`config.mk`:
```
export PLATFORM = sky130hd
export DESIGN_NAME = fifo_burst_reader
export DESIGN_NICKNAME = d
export VERILOG_FILES = /design/src/rtl/fifo_burst_reader.sv
export SDC_FILE = /design/constraint.sdc
export NUM_CORES = 1
export LEC_CHECK = 0
export CAP_MARGIN = 10
export CORE_ASPECT_RATIO = 1.75
export CORE_MARGIN = 2
export CORE_UTILIZATION = 56
export DETAILED_ROUTE_END_ITERATION = 10
export GPL_TIMING_DRIVEN = 1
export PLACE_DENSITY = 0.85
export SETUP_SLACK_MARGIN = 0.1
export SKIP_CTS_REPAIR_TIMING = 1
export SYNTH_ARGS = -nofsm -noshare
export SYNTH_HDL_FRONTEND = slang
export SYNTH_SLANG_ARGS = --single-unit
```
`constraint.sdc`:
```
create_clock -name clk_i -period 6.5 [get_ports clk_i]
set_clock_uncertainty 0.1 [all_clocks]
set_input_delay 1.625 -clock clk_i [delete_from_list [all_inputs] [get_ports clk_i]]
set_output_delay 1.625 -clock clk_i [all_outputs]
set_load 0.01 [all_outputs]
```
`src/rtl/fifo_burst_reader.sv`:
```
`default_nettype none
// ============================================================================
// Module   : fifo_burst_reader
// Purpose  : Drain stage behind the synchronous BRAM FIFO. A start pulse arms
//            a burst of burst_len_i words. The block pops those words from the
//            FIFO and presents them to the compute core as a valid/ready
//            stream. The final word is tagged with m_last_o. A 2-entry output
//            buffer absorbs the FIFO's 1-cycle read latency so back-pressure
//            never loses a word.
// Ports    : clk_i, rstn_i        - clock, async active-low reset
//            start_i, burst_len_i - burst arm pulse and its length
//            fifo_empty_i, fifo_rd_en_o, fifo_data_i - FIFO read side
//            m_valid_o, m_ready_i, m_data_o, m_last_o - output stream
//            busy_o, done_o, start_drop_o             - status
// Revision : 1.0 - initial release
// ============================================================================
module fifo_burst_reader #(
    parameter int DATA_W = 32,
    parameter int CNT_W  = 12
) (
    input  logic              clk_i,
    input  logic              rstn_i,
    input  logic              start_i,
    input  logic [CNT_W-1:0]  burst_len_i,
    input  logic              fifo_empty_i,
    output logic              fifo_rd_en_o,
    input  logic [DATA_W-1:0] fifo_data_i,
    output logic              m_valid_o,
    input  logic              m_ready_i,
    output logic [DATA_W-1:0] m_data_o,
    output logic              m_last_o,
    output logic              busy_o,
    output logic              done_o,
    output logic              start_drop_o
);

    typedef enum logic [1:0] {
        S_IDLE  = 2'd0,
        S_RUN   = 2'd1,
        S_FLUSH = 2'd2
    } state_t;

    state_t            r_state;
    state_t            w_state_nxt;

    logic [CNT_W-1:0]  r_rem_issue;   // pops still to be issued
    logic [CNT_W-1:0]  r_rem_out;     // words still to be handed to the core
    logic              r_inflight;    // pop issued last cycle, data arriving now
    logic [1:0]        r_occ;         // output buffer occupancy, 0..2
    logic [DATA_W-1:0] r_buf0;        // buffer head (drives m_data_o)
    logic [DATA_W-1:0] r_buf1;        // buffer second entry
    logic              r_done;
    logic              r_start_drop;

    logic              w_pop;
    logic              w_hs;
    logic              w_rem_out_one;
    logic              w_start_ok;
    logic              w_start_zero;

    // Space check counts the word already in flight so the unconditional
    // capture next cycle always has a free slot. m_ready_i is deliberately
    // left out to keep the consumer off the FIFO read-enable path.
    assign w_pop = (r_state == S_RUN) && !fifo_empty_i && (r_rem_issue != '0)
                   && (({1'b0, r_occ} + {2'b00, r_inflight}) < 3'd2);

    assign m_valid_o     = (r_occ != 2'd0);
    assign w_hs          = m_valid_o && m_ready_i;
    assign w_rem_out_one = (r_rem_out == CNT_W'(1));
    assign m_last_o      = m_valid_o && w_rem_out_one;
    assign m_data_o      = r_buf0;
    assign fifo_rd_en_o  = w_pop;
    assign busy_o        = (r_state != S_IDLE);
    assign done_o        = r_done;
    assign start_drop_o  = r_start_drop;

    assign w_start_ok    = start_i && (r_state == S_IDLE) && (burst_len_i != '0);
    assign w_start_zero  = start_i && (r_state == S_IDLE) && (burst_len_i == '0);

    // ------------------------------------------------------------------------
    // Next-state logic
    // ------------------------------------------------------------------------
    always_comb begin
        w_state_nxt = r_state;
        case (r_state)
            S_IDLE:  if (w_start_ok) w_state_nxt = S_RUN;
            S_RUN:   if (w_pop && (r_rem_issue == CNT_W'(1))) w_state_nxt = S_FLUSH;
            S_FLUSH: if (w_hs && w_rem_out_one) w_state_nxt = S_IDLE;
            default: w_state_nxt = S_IDLE;
        endcase
    end

    always_ff @(posedge clk_i or negedge rstn_i) begin
        if (!rstn_i) begin
            r_state <= S_IDLE;
        end else begin
            r_state <= w_state_nxt;
        end
    end

    // ------------------------------------------------------------------------
    // Burst counters
    // ------------------------------------------------------------------------
    always_ff @(posedge clk_i or negedge rstn_i) begin
        if (!rstn_i) begin
            r_rem_issue <= '0;
            r_rem_out   <= '0;
        end else if (w_start_ok) begin
            r_rem_issue <= burst_len_i;
            r_rem_out   <= burst_len_i;
        end else begin
            if (w_pop) begin
                r_rem_issue <= r_rem_issue - CNT_W'(1);
            end
            if (w_hs && (r_rem_out != '0)) begin
                r_rem_out <= r_rem_out - CNT_W'(1);
            end
        end
    end

    // ------------------------------------------------------------------------
    // Two-entry output buffer. Entry 0 is always the head; a head pop shifts
    // entry 1 forward. A capture lands in the first free slot after any pop
    // taking effect in the same cycle.
    // ------------------------------------------------------------------------
    always_ff @(posedge clk_i or negedge rstn_i) begin
        if (!rstn_i) begin
            r_inflight <= 1'b0;
            r_occ      <= 2'd0;
            r_buf0     <= '0;
            r_buf1     <= '0;
        end else begin
            r_inflight <= w_pop;
            case ({r_inflight, w_hs})
                2'b10: begin
                    if (r_occ == 2'd0) begin
                        r_buf0 <= fifo_data_i;
                    end else begin
                        r_buf1 <= fifo_data_i;
                    end
                    r_occ <= r_occ + 2'd1;
                end
                2'b01: begin
                    r_buf0 <= r_buf1;
                    r_occ  <= r_occ - 2'd1;
                end
                2'b11: begin
                    if (r_occ == 2'd1) begin
                        r_buf0 <= fifo_data_i;
                    end else begin
                        r_buf0 <= r_buf1;
                        r_buf1 <= fifo_data_i;
                    end
                end
                default: begin
                end
            endcase
        end
    end

    // ------------------------------------------------------------------------
    // Status: done pulses after the last handshake, or right after a
    // zero-length start. A start seen while busy is dropped and remembered.
    // ------------------------------------------------------------------------
    always_ff @(posedge clk_i or negedge rstn_i) begin
        if (!rstn_i) begin
            r_done       <= 1'b0;
            r_start_drop <= 1'b0;
        end else begin
            r_done <= (w_hs && m_last_o) || w_start_zero;
            if (start_i && (r_state != S_IDLE)) begin
                r_start_drop <= 1'b1;
            end
        end
    end

endmodule
`default_nettype wire

```
Word level (Yosys, flattened, before mapping)
Cells that the tools add are included.

Output and inout port bits: 38. Bits in registers: 95. Input bits: 49. Word-level logic and storage cells: 75.

Order comparisons: 1. Muxes and demuxes: 15. Reduce and logical (&&, ||, !) cells: 31. Equality and inequality tests: 14. Add/subtract/negate cells: 5.

Operators with widths (count): $mux W32 (4); $pmux W32 S3 (1); $pmux W32 S2 (1); $mux W12 (4); $reduce_bool A12 Y1 (3); $eq A12 B1 Y1 const B (2); $sub A12 B1 Y12 const B (2); $logic_and A1 B1 Y1 (13); $logic_not A12 Y1 (1); $reduce_bool A2 Y1 (6); $ne A2 B2 Y1 const B (5); $eq A2 B1 Y1 const B (3); $eq A2 B2 Y1 const B (3); $mux W2 (3); $pmux W2 S3 (1); $reduce_and A3 Y1 (2); $logic_not A2 Y1 (2); $pmux W2 S2 (1); $add A2 B1 Y3 (1); $lt A3 B2 Y1 const B (1); $reduce_bool A3 Y1 (1); $add A2 B1 Y2 const B (1); $ne A2 B1 Y1 const B (1); $reduce_and A2 Y1 (1); other kinds (3) (3).

Longest topological paths before layout
Gate-level depths: netlist of the first run.

Word-level depth: 7. Mapped depth: 9. Gate-level depth less buffers: 8.

Least setup slack after synthesis of the first run
OpenSTA, ideal clock, no wires.

Path kind: input-to-output. Start point: input port fifo_empty_i. End point: output port fifo_rd_en_o. Arrival: 2.571 ns. Path buffers: 0. Cell stages on the path: 4. Required time: 4.775 ns. Path slack: 2.204 ns. Path through: or4b_4 > a21oi_4 > nand2_4 > inv_6.

Longest elaborated chain between the ends: 4.

RTL lines: start: declaration (RTL line 25) `input logic fifo_empty_i,`; $logic_not A1 Y1 (RTL line 64) `assign w_pop = (r_state == S_RUN) && !fifo_empty_i && (r_rem_issue != '0)`; $logic_and A1 B1 Y1 (2 in a row) (RTL line 64); $logic_and A1 B1 Y1 (RTL line 65) `&& (({1'b0, r_occ} + {2'b00, r_inflight}) < 3'd2);`; end: declaration (RTL line 26) `output logic fifo_rd_en_o,`.

Every way passes these cells.

Worst setup path in the final report of the first run
Same ends and word-level chain as after synthesis.

==> flow_summary.yaml, run 1 <==
timing:
  post-route-period-util: 0.8191
  fin_tns_setup_ns: 0
  max_freq_mhz: 187.8
  finalSetupViolations: 0
  final-max-slew-violation-count: 0
  slew_headroom: 0.2638
  fin_crit_ns: 5.324
  hold_viol_final: 0
  worst_hold_slack_ns: 0.3589
  rsz0062_at_grt: "no"
  worst_pin_slew_ns: 1.104
logic_synthesis:
  synth_ff_type: "dfrtp_1"
  synth_area_um2: 4494
  synth_area_leaders: "dfrtp_1, mux2_2, a22oi_1"
  ys_seq_area_frac: 0.5290
  yosys_warnings: 0
  ys_types: 46
  async_reset_ff_frac: 1.000
  syn_avg_cell_area_um2: 10.86
  syn_inst: 414
  synth_nets: 474
  synth_edf_count: 0
  yosys.area.top_type: "dfrtp_1"
  ys_ff_latch: 95
  synth_top_area_frac: 0.5290
clocking:
  cts.reportedPaths.clkPinSlew_ns: 0.06
  insertion_delay_ns: 0.34
  ctsLongestPathBuffers: 2
  cts_tree: "yes"
  numCtsBuffers: 9
  clockRootBuffer: "clkbuf_16"
  cts.sinks: 95
  h-tree-depth: 3
critical_path:
  worstPathMaxFanout: 8
  r2r_slack_ns: 3.31
  worstSetupStartpoint: "fifo_empty_i"
  cp-start-kind: "input port"
  crit_end: "fifo_rd_en_o"
  crit_type: "input port to output port"
  worstSetupEndpointType: "output port"
  worstRegToRegCells: 7
  critPathRequiredTime_ns: 4.78
  r2r_start: "r_occ[0]"
  cp.arrival_ns: 3.60
  worst_r2r_endpoint: "m_data_o[2]"
route:
  ant_nets: 0
  drt_pass1_iterations: 5
  avgRoutedWirePerCell_um: 18.77
  dr.first_iter.drc_count: 419
  drc_errors: 0
  vias: 3642
  vias_per_cell: 6.173
  drt-total-wl_mm: 11.08
floorplanning:
  die-area_um2: 8786
  fp.dieW_um: 71.72
  die_y_um: 122.5
  core_um2: 7855
  rows: 43
  io_pins: 87
  initial_core_util: 0.5722
cells_and_area:
  mostFrequentLayoutCell: "dfrtp_1"
  fin_nets: 556
  final_cell_mix: "dfrtp_1, clkdlybuf4s50_1, nand2_1"
  drive_above_1_share: 0.1320
  nFillCells: 593
  fin_cells: 590
  synthToLayoutAreaGrowth_pct: 27.00
  diodes: 0
grt:
  overflow: 0
  antenna_found_initial: 0
  track_usage: 0.2691
  grt_pass1_wl_mm: 17.86
  grt_pass1_vias: 3692
  grt_max_degree: 77
power_and_ir_drop:
  peakVddDrop_mv: 0.3028
  power_density_nw_per_um2: 488.8
  leakagePower_nw: 2.357
  p_total_mw: 2.790
job:
  drv_cap: 0
place:
  place_congestion: 0.9257
  portBuffers: 86
  dp_hpwl_mm: 7.874
  place_inst: 575
hold_path:
  min-delay-path-class: "register to register"
status:
  status: "finished clean"
==> power by group <==
part           switching (mW)  internal, mW
Clock                   0.209         0.267
Combinational           0.599         0.602
Sequential              0.235         0.879
Total                    1.04          1.75
==> synthesized netlist by cell type, types with 3 or more instances <==
cell and n:
nand2_1 48, mux2i_1 3, inv_1 12, xnor2_1 11, nor4b_1 3, a22oi_1 33
mux2_2 32, clkbuf_1 18, dfrtp_1 95, nor3_1 10, nor4_1 6, a21oi_1 12
a21o_1 4, nand3_1 14, o21ai_0 42, xor2_1 4, nor2_1 18, ha_1 11
==> metal layers <==
metal	vias to the layer above	part of all wire	wire, um	global-route usage
li1	1664	-	-	-
met1	1810	0.36	3982	0.2866
met2	137	0.55	6116	0.4873
met3	31	0.042	462	0.05008
met4	0	0.046	513	0.1533
met5	-	0	0	0
==> worst max-delay path: stages <==
cell and delay [ns]:
clkdlybuf4s50_1 0.40, or4b_4 0.54, a21oi_4 0.25, nand2_4 0.14, inv_6 0.11, clkdlybuf4s50_1 0.53
==> cells by family (layout without fill, tap and decap cells) <==
family          after synthesis  after routing  share of synthesized area
fa+ha+maj                    11             11                    0.03062
mux                          36             36                    0.09020
xor+xnor                     15             15                    0.02923
simple gates                121            121                     0.1448
compound gates              104            104                     0.1481
flops                        95             95                     0.5290
buf+inv                      32            118                    0.02812
==> state kept, by name, summed over array words and instances, names as in the netlist <==
name          cells
done_o            1
m_data_o         32
r_buf1           32
r_inflight        1
r_occ             2
r_rem_issue      12
r_rem_out        12
r_state           2
start_drop_o      1
==> how the worst min path moves through the flow <==
stage,end,cells past startpoint,from,slack (ns)
floorplan,r_state[0],1,r_state[1],0.37
global placement,start_drop_o,1,start_drop_o,0.34
detailed placement,start_drop_o,1,start_drop_o,0.35
CTS,start_drop_o,1,start_drop_o,0.36
global route,start_drop_o,1,start_drop_o,0.37
finish,start_drop_o,1,start_drop_o,0.36
==> cell type report <==
class	count	area [um2]	share of cell area
clock buffers	12	246.5	0.04318
clock inverters	3	20.02	0.003507
inverters	13	53.80	0.009426
multi-input cells	287	2009	0.3520
flip-flops and latches	95	2377	0.4165
well taps	90	112.6	0.01973
repair buffers	90	888.4	0.1556
==> stage by stage <==
step | setup WS, ns | util | area [um2]
floorplan | 2.204 | - | 4494
global placement | 1.234 | 0.6927 | 5441
detailed placement | 1.192 | 0.6927 | 5441
CTS | 1.193 | 0.7267 | 5708
global route | 1.110 | 0.7267 | 5708
finish | 1.176 | 0.7267 | 5708
(Power assumes the default switching activity.)
==> inputs of run 2 (changes only) <==
--- a/config.mk
+++ b/config.mk
@@ -8,10 +8,10 @@
 export CAP_MARGIN = 10
 export CORE_ASPECT_RATIO = 1.75
 export CORE_MARGIN = 2
-export CORE_UTILIZATION = 56
+export CORE_UTILIZATION = 47
 export DETAILED_ROUTE_END_ITERATION = 10
 export GPL_TIMING_DRIVEN = 1
-export PLACE_DENSITY = 0.85
+export PLACE_DENSITY = 0.76
 export SETUP_SLACK_MARGIN = 0.1
 export SKIP_CTS_REPAIR_TIMING = 1
 export SYNTH_ARGS = -nofsm -noshare
==> constraint.sdc (replaced) <==
create_clock -name clk_i -period 4.5 [get_ports clk_i]
set_clock_uncertainty 0.1 [all_clocks]
set_input_delay 1.125 -clock clk_i [delete_from_list [all_inputs] [get_ports clk_i]]
set_output_delay 1.125 -clock clk_i [all_outputs]
set_load 0.01 [all_outputs]
==> run 2 against run 1 <==
Via count shrank 3.4%. Die area up 18%. Critical path depth stayed put. Highest routed layer unchanged.
==> flow_summary.yaml, run 2 (same netlist as run 1, synthesis figures left out) <==
timing:
  final-max-slew-violation-count: 0
  rsz0062_at_grt: "no"
  fin_crit_ns: 4.185
  worst_pin_slew_ns: 1.053
  post-route-period-util: 0.9301
  hold_viol_final: 0
  worst_hold_slack_ns: 0.3583
  fin_tns_setup_ns: 0
  slew_headroom: 0.2979
  finalSetupViolations: 0
  max_freq_mhz: 238.9
grt:
  grt_pass1_wl_mm: 17.42
  antenna_found_initial: 0
  track_usage: 0.2136
  grt_max_degree: 85
  overflow: 0
  grt_pass1_vias: 3572
cells_and_area:
  synthToLayoutAreaGrowth_pct: 29.06
  design_area_um2: 5801
  diodes: 0
  drive_above_1_share: 0.1409
  mostFrequentLayoutCell: "dfrtp_1"
  fin_nets: 559
  final_cell_mix: "dfrtp_1, clkdlybuf4s50_1, nand2_1"
floorplanning:
  io_pins: 87
  fp.dieW_um: 77.92
  die_y_um: 133.4
  initial_core_util: 0.4777
  die-area_um2: 10390
  rows: 47
  core_um2: 9409
clocking:
  cts.reportedPaths.clkPinSlew_ns: 0.07
  numCtsBuffers: 9
  ctsLongestPathBuffers: 2
  clockRootBuffer: "clkbuf_16"
  h-tree-depth: 3
  cts.sinks: 95
  cts_tree: "yes"
  insertion_delay_ns: 0.34
power_and_ir_drop:
  p_seq_frac: 0.392
  internal-power_mw: 2.575
  power_frac_clock: 0.187
  peakVddDrop_mv: 0.3443
  p_switching_mw: 1.482
  power_density_nw_per_um2: 699.4
  power_frac_comb: 0.421
  swShare: 0.3654
  p_total_mw: 4.057
  leakagePower_nw: 2.386
critical_path:
  crit_path_max_incr_delay_ns: 0.54
  cp-start-kind: "input port"
  cp_common_cell: "clkdlybuf4s50_1"
  crit_type: "input port to output port"
  worstSetupEndpointType: "output port"
  cp_num_buf_inv: 3
  crit_family: "buffers and inverters"
  crit_chain: "clkdlybuf4s50_1, or4b_4, a21oi_4, nand2_4, inv_6, clkdlybuf4s50_1"
  cp.arrival_ns: 2.96
  critPathRequiredTime_ns: 3.27
  slowest_stage: "clkdlybuf4s50_1"
  worstPathMaxFanout: 8
route:
  vias_per_cell: 5.620
  ant_nets: 0
  drt_pass1_iterations: 5
  drt-total-wl_mm: 10.59
  avgRoutedWirePerCell_um: 16.92
  drc_errors: 0
  dr.first_iter.drc_count: 189
  vias: 3518
place:
  dp_hpwl_mm: 7.510
  place_congestion: 1.014
  placed_area_um2: 5504
  portBuffers: 86
job:
  drv_cap: 0
hold_path:
  min-delay-path-class: "register to register"
status:
  status: "finished clean"
[run 2: metrics by stage]
step,utilization,setup WS (ns),cells
floorplan,-,1.204,414
global placement,0.5850,0.3032,610
detailed placement,0.5850,0.3093,610
CTS,0.6165,0.3006,626
global route,0.6165,0.2463,626
finish,0.6165,0.3148,626
[run 2: worst paths after layout]
| path | start | end | slack, ns | cells past startpoint |
|---|---|---|---|---|
| hold reg to reg | start_drop_o | start_drop_o | 0.36 | 1 |
| max in group asynchronous | rstn_i | done_o | 2.65 | 2 |
| min in group asynchronous | rstn_i | r_buf1[2] | 0.86 | 1 |
| hold / removal | start_drop_o | start_drop_o | 0.36 | 1 |
| setup reg to reg | r_occ[0] | r_buf1[2] | 1.55 | 8 |
| setup / recovery | fifo_empty_i | fifo_rd_en_o | 0.31 | 6 |
[run 2: per-layer routing]
layer,share of wire,wire (um),up-vias,track usage
li1,-,-,1665,-
met1,0.40,4256,1721,0.2558
met2,0.54,5675,113,0.3769
met3,0.036,384,19,0.02846
met5,0,0,-,0
met4,0.026,274,0,0.09844
[run 2: layout make-up]
class / count / area, um2
Clock buffer: 10 / 229.0
Clock inverter: 6 / 67.56
Fill cell: 805 / 3608
Inverter: 13 / 53.80
Multi-Input combinational cell: 287 / 2009
Sequential cell: 95 / 2377
Tap cell: 122 / 152.6
Timing Repair Buffer: 93 / 910.9
[run 2: power groups by stage]
stage	clock network (mW)	logic, mW	registers (mW)
finish	0.757	1.71	1.59
global route	0.813	1.89	1.65
CTS	0.780	1.72	1.59
detailed placement	0	1.71	1.60
global placement	0	1.66	1.58
floorplan	0	1.04	1.60
==> inputs of run 3 (changes only) <==
--- a/config.mk
+++ b/config.mk
@@ -5,11 +5,11 @@
 export SDC_FILE = /design/constraint.sdc
 export NUM_CORES = 1
 export LEC_CHECK = 0
-export CAP_MARGIN = 10
 export CORE_ASPECT_RATIO = 1.75
 export CORE_MARGIN = 2
 export CORE_UTILIZATION = 47
 export DETAILED_ROUTE_END_ITERATION = 10
+export GPL_ROUTABILITY_DRIVEN = 0
 export GPL_TIMING_DRIVEN = 1
 export PLACE_DENSITY = 0.76
 export SETUP_SLACK_MARGIN = 0.1
==> run 3 against run 2 <==
Core utilization grew 0.33 points. Clock power is 7.5% higher. Sequential cell count unchanged. Combinational power hardly changed. Critical path depth unchanged. Die area unchanged. Cell count stayed put. Register-to-register slack worse by 0.02 ns. Design area is 0.54% higher. Non-clock buffer count unchanged. Critical path type unchanged.
==> flow_summary.yaml, run 3 (same netlist as run 1, synthesis figures left out) <==
critical_path:
  worstSetupStartpoint: "fifo_empty_i"
  cp.arrival_ns: 2.97
  worst_r2r_endpoint: "r_buf1[27]"
  cp-start-kind: "input port"
  r2r_slack_ns: 1.53
  cp_num_buf_inv: 3
  crit_chain: "clkdlybuf4s50_1, or4b_4, a21oi_4, nand2_4, inv_6, clkdlybuf4s50_1"
  worstPathMaxFanout: 8
  crit_type: "input port to output port"
  worstRegToRegCells: 8
  critPathRequiredTime_ns: 3.27
  cp.depth: 6
  crit_family: "buffers and inverters"
  crit_path_max_incr_delay_ns: 0.54
  slowest_stage: "clkdlybuf4s50_1"
  cp_common_cell: "clkdlybuf4s50_1"
  r2r_start: "r_occ[0]"
  worstSetupEndpointType: "output port"
timing:
  setup_ws_ns: 0.3027
  slew_headroom: 0.2765
  hold_viol_final: 0
  fin_crit_ns: 4.197
  max_freq_mhz: 238.2
  rsz0062_at_grt: "no"
  final-max-slew-violation-count: 0
  post-route-period-util: 0.9327
  fin_tns_setup_ns: 0
  worst_pin_slew_ns: 1.083
  finalSetupViolations: 0
floorplanning:
  fp.dieW_um: 77.92
  die_y_um: 133.4
  die-area_um2: 10390
  core_um2: 9409
  rows: 47
  initial_core_util: 0.4777
  io_pins: 87
place:
  dp_hpwl_mm: 7.526
  placed_area_um2: 5504
  place_inst: 610
  portBuffers: 86
  place_ws_ns: 0.3095
hold_path:
  hold_path_depth: 1
  hold_end: "start_drop_o"
  min-delay-path-class: "register to register"
  min_from: "start_drop_o"
clocking:
  insertion_delay_ns: 0.34
  clockRootBuffer: "clkbuf_16"
  cts_tree: "yes"
  h-tree-depth: 3
  cts.sinks: 95
  numCtsBuffers: 9
  ctsLongestPathBuffers: 2
  cts.reportedPaths.clkPinSlew_ns: 0.06
job:
  drv_cap: 0
cells_and_area:
  final_cell_mix: "dfrtp_1, clkdlybuf4s50_1, nand2_1"
  fin_cells: 626
  synthToLayoutAreaGrowth_pct: 29.76
  design_area_um2: 5832
  drive_above_1_share: 0.1429
  fin_nets: 559
  diodes: 0
  mostFrequentLayoutCell: "dfrtp_1"
route:
  avgRoutedWirePerCell_um: 16.84
  vias: 3520
  drc_errors: 0
  drt_pass1_iterations: 4
  drt-total-wl_mm: 10.54
  dr.first_iter.drc_count: 180
  ant_nets: 0
  vias_per_cell: 5.623
power_and_ir_drop:
  p_total_mw: 4.118
  peakVddDrop_mv: 0.3567
  leakagePower_nw: 2.409
  power_density_nw_per_um2: 706.1
grt:
  grt_max_degree: 87
  antenna_found_initial: 0
  track_usage: 0.2168
  overflow: 0
  grt_pass1_vias: 3685
  grt_pass1_wl_mm: 17.66
status:
  status: "finished clean"
## run 3: cell count changes in the layout (fill, tap and decap cells not counted), sizes merged
cell and delta:
clkinvlp -2, clkbuf +3, inv -1
## run 3: cell type report
class	count	area, um2
clock buffer	13	280.3
tap	122	152.6
inverter	13	53.80
fill	787	3577
clock inverter	3	47.55
multi-input combinational	287	2009
timing repair buffer	93	910.9
sequential	95	2377
## run 3: power by group
part	total (mW)	switching (mW)	internal [mW]
combinational	1.71	0.836	0.875
clock	0.814	0.319	0.494
sequential	1.59	0.324	1.27
total	4.12	1.48	2.64
## run 3: how the worst max path moves through the flow
stage	slack, ns	to
5_1_grt	0.23	fifo_rd_en_o
6_report	0.30	fifo_rd_en_o
3_5_place_dp	0.31	fifo_rd_en_o
3_3_place_gp	0.30	fifo_rd_en_o
2_1_floorplan	1.20	fifo_rd_en_o
4_1_cts	0.30	fifo_rd_en_o
## run 3: stage by stage
stage,hold WS [ns],utilization
final,0.3584,0.6198
after global routing,0.3938,0.6198
after CTS,0.3621,0.6198
after detailed placement,0.3475,0.5850
after global placement,0.3369,0.5850
after floorplan,0.3695,-
## run 3: layer usage
layer / GRT usage / wire, um / up-vias
met2: 0.3688 / 5342 / 101
met4: 0.1384 / 556 / 0
met5: 0 / 0 / -
met3: 0.03523 / 406 / 35
li1: - / - / 1666
met1: 0.2506 / 4238 / 1718
## run 3: worst reg2reg max path, cell delays in order, from the launching register on
cell and delay [ns]:
dfrtp_1 0.46, inv_1 0.08, ha_1 0.32, nor2b_1 0.50, ha_1 0.37, a22oi_1 0.13
o21ai_2 0.09, buf_4 0.40, mux2_2 0.41
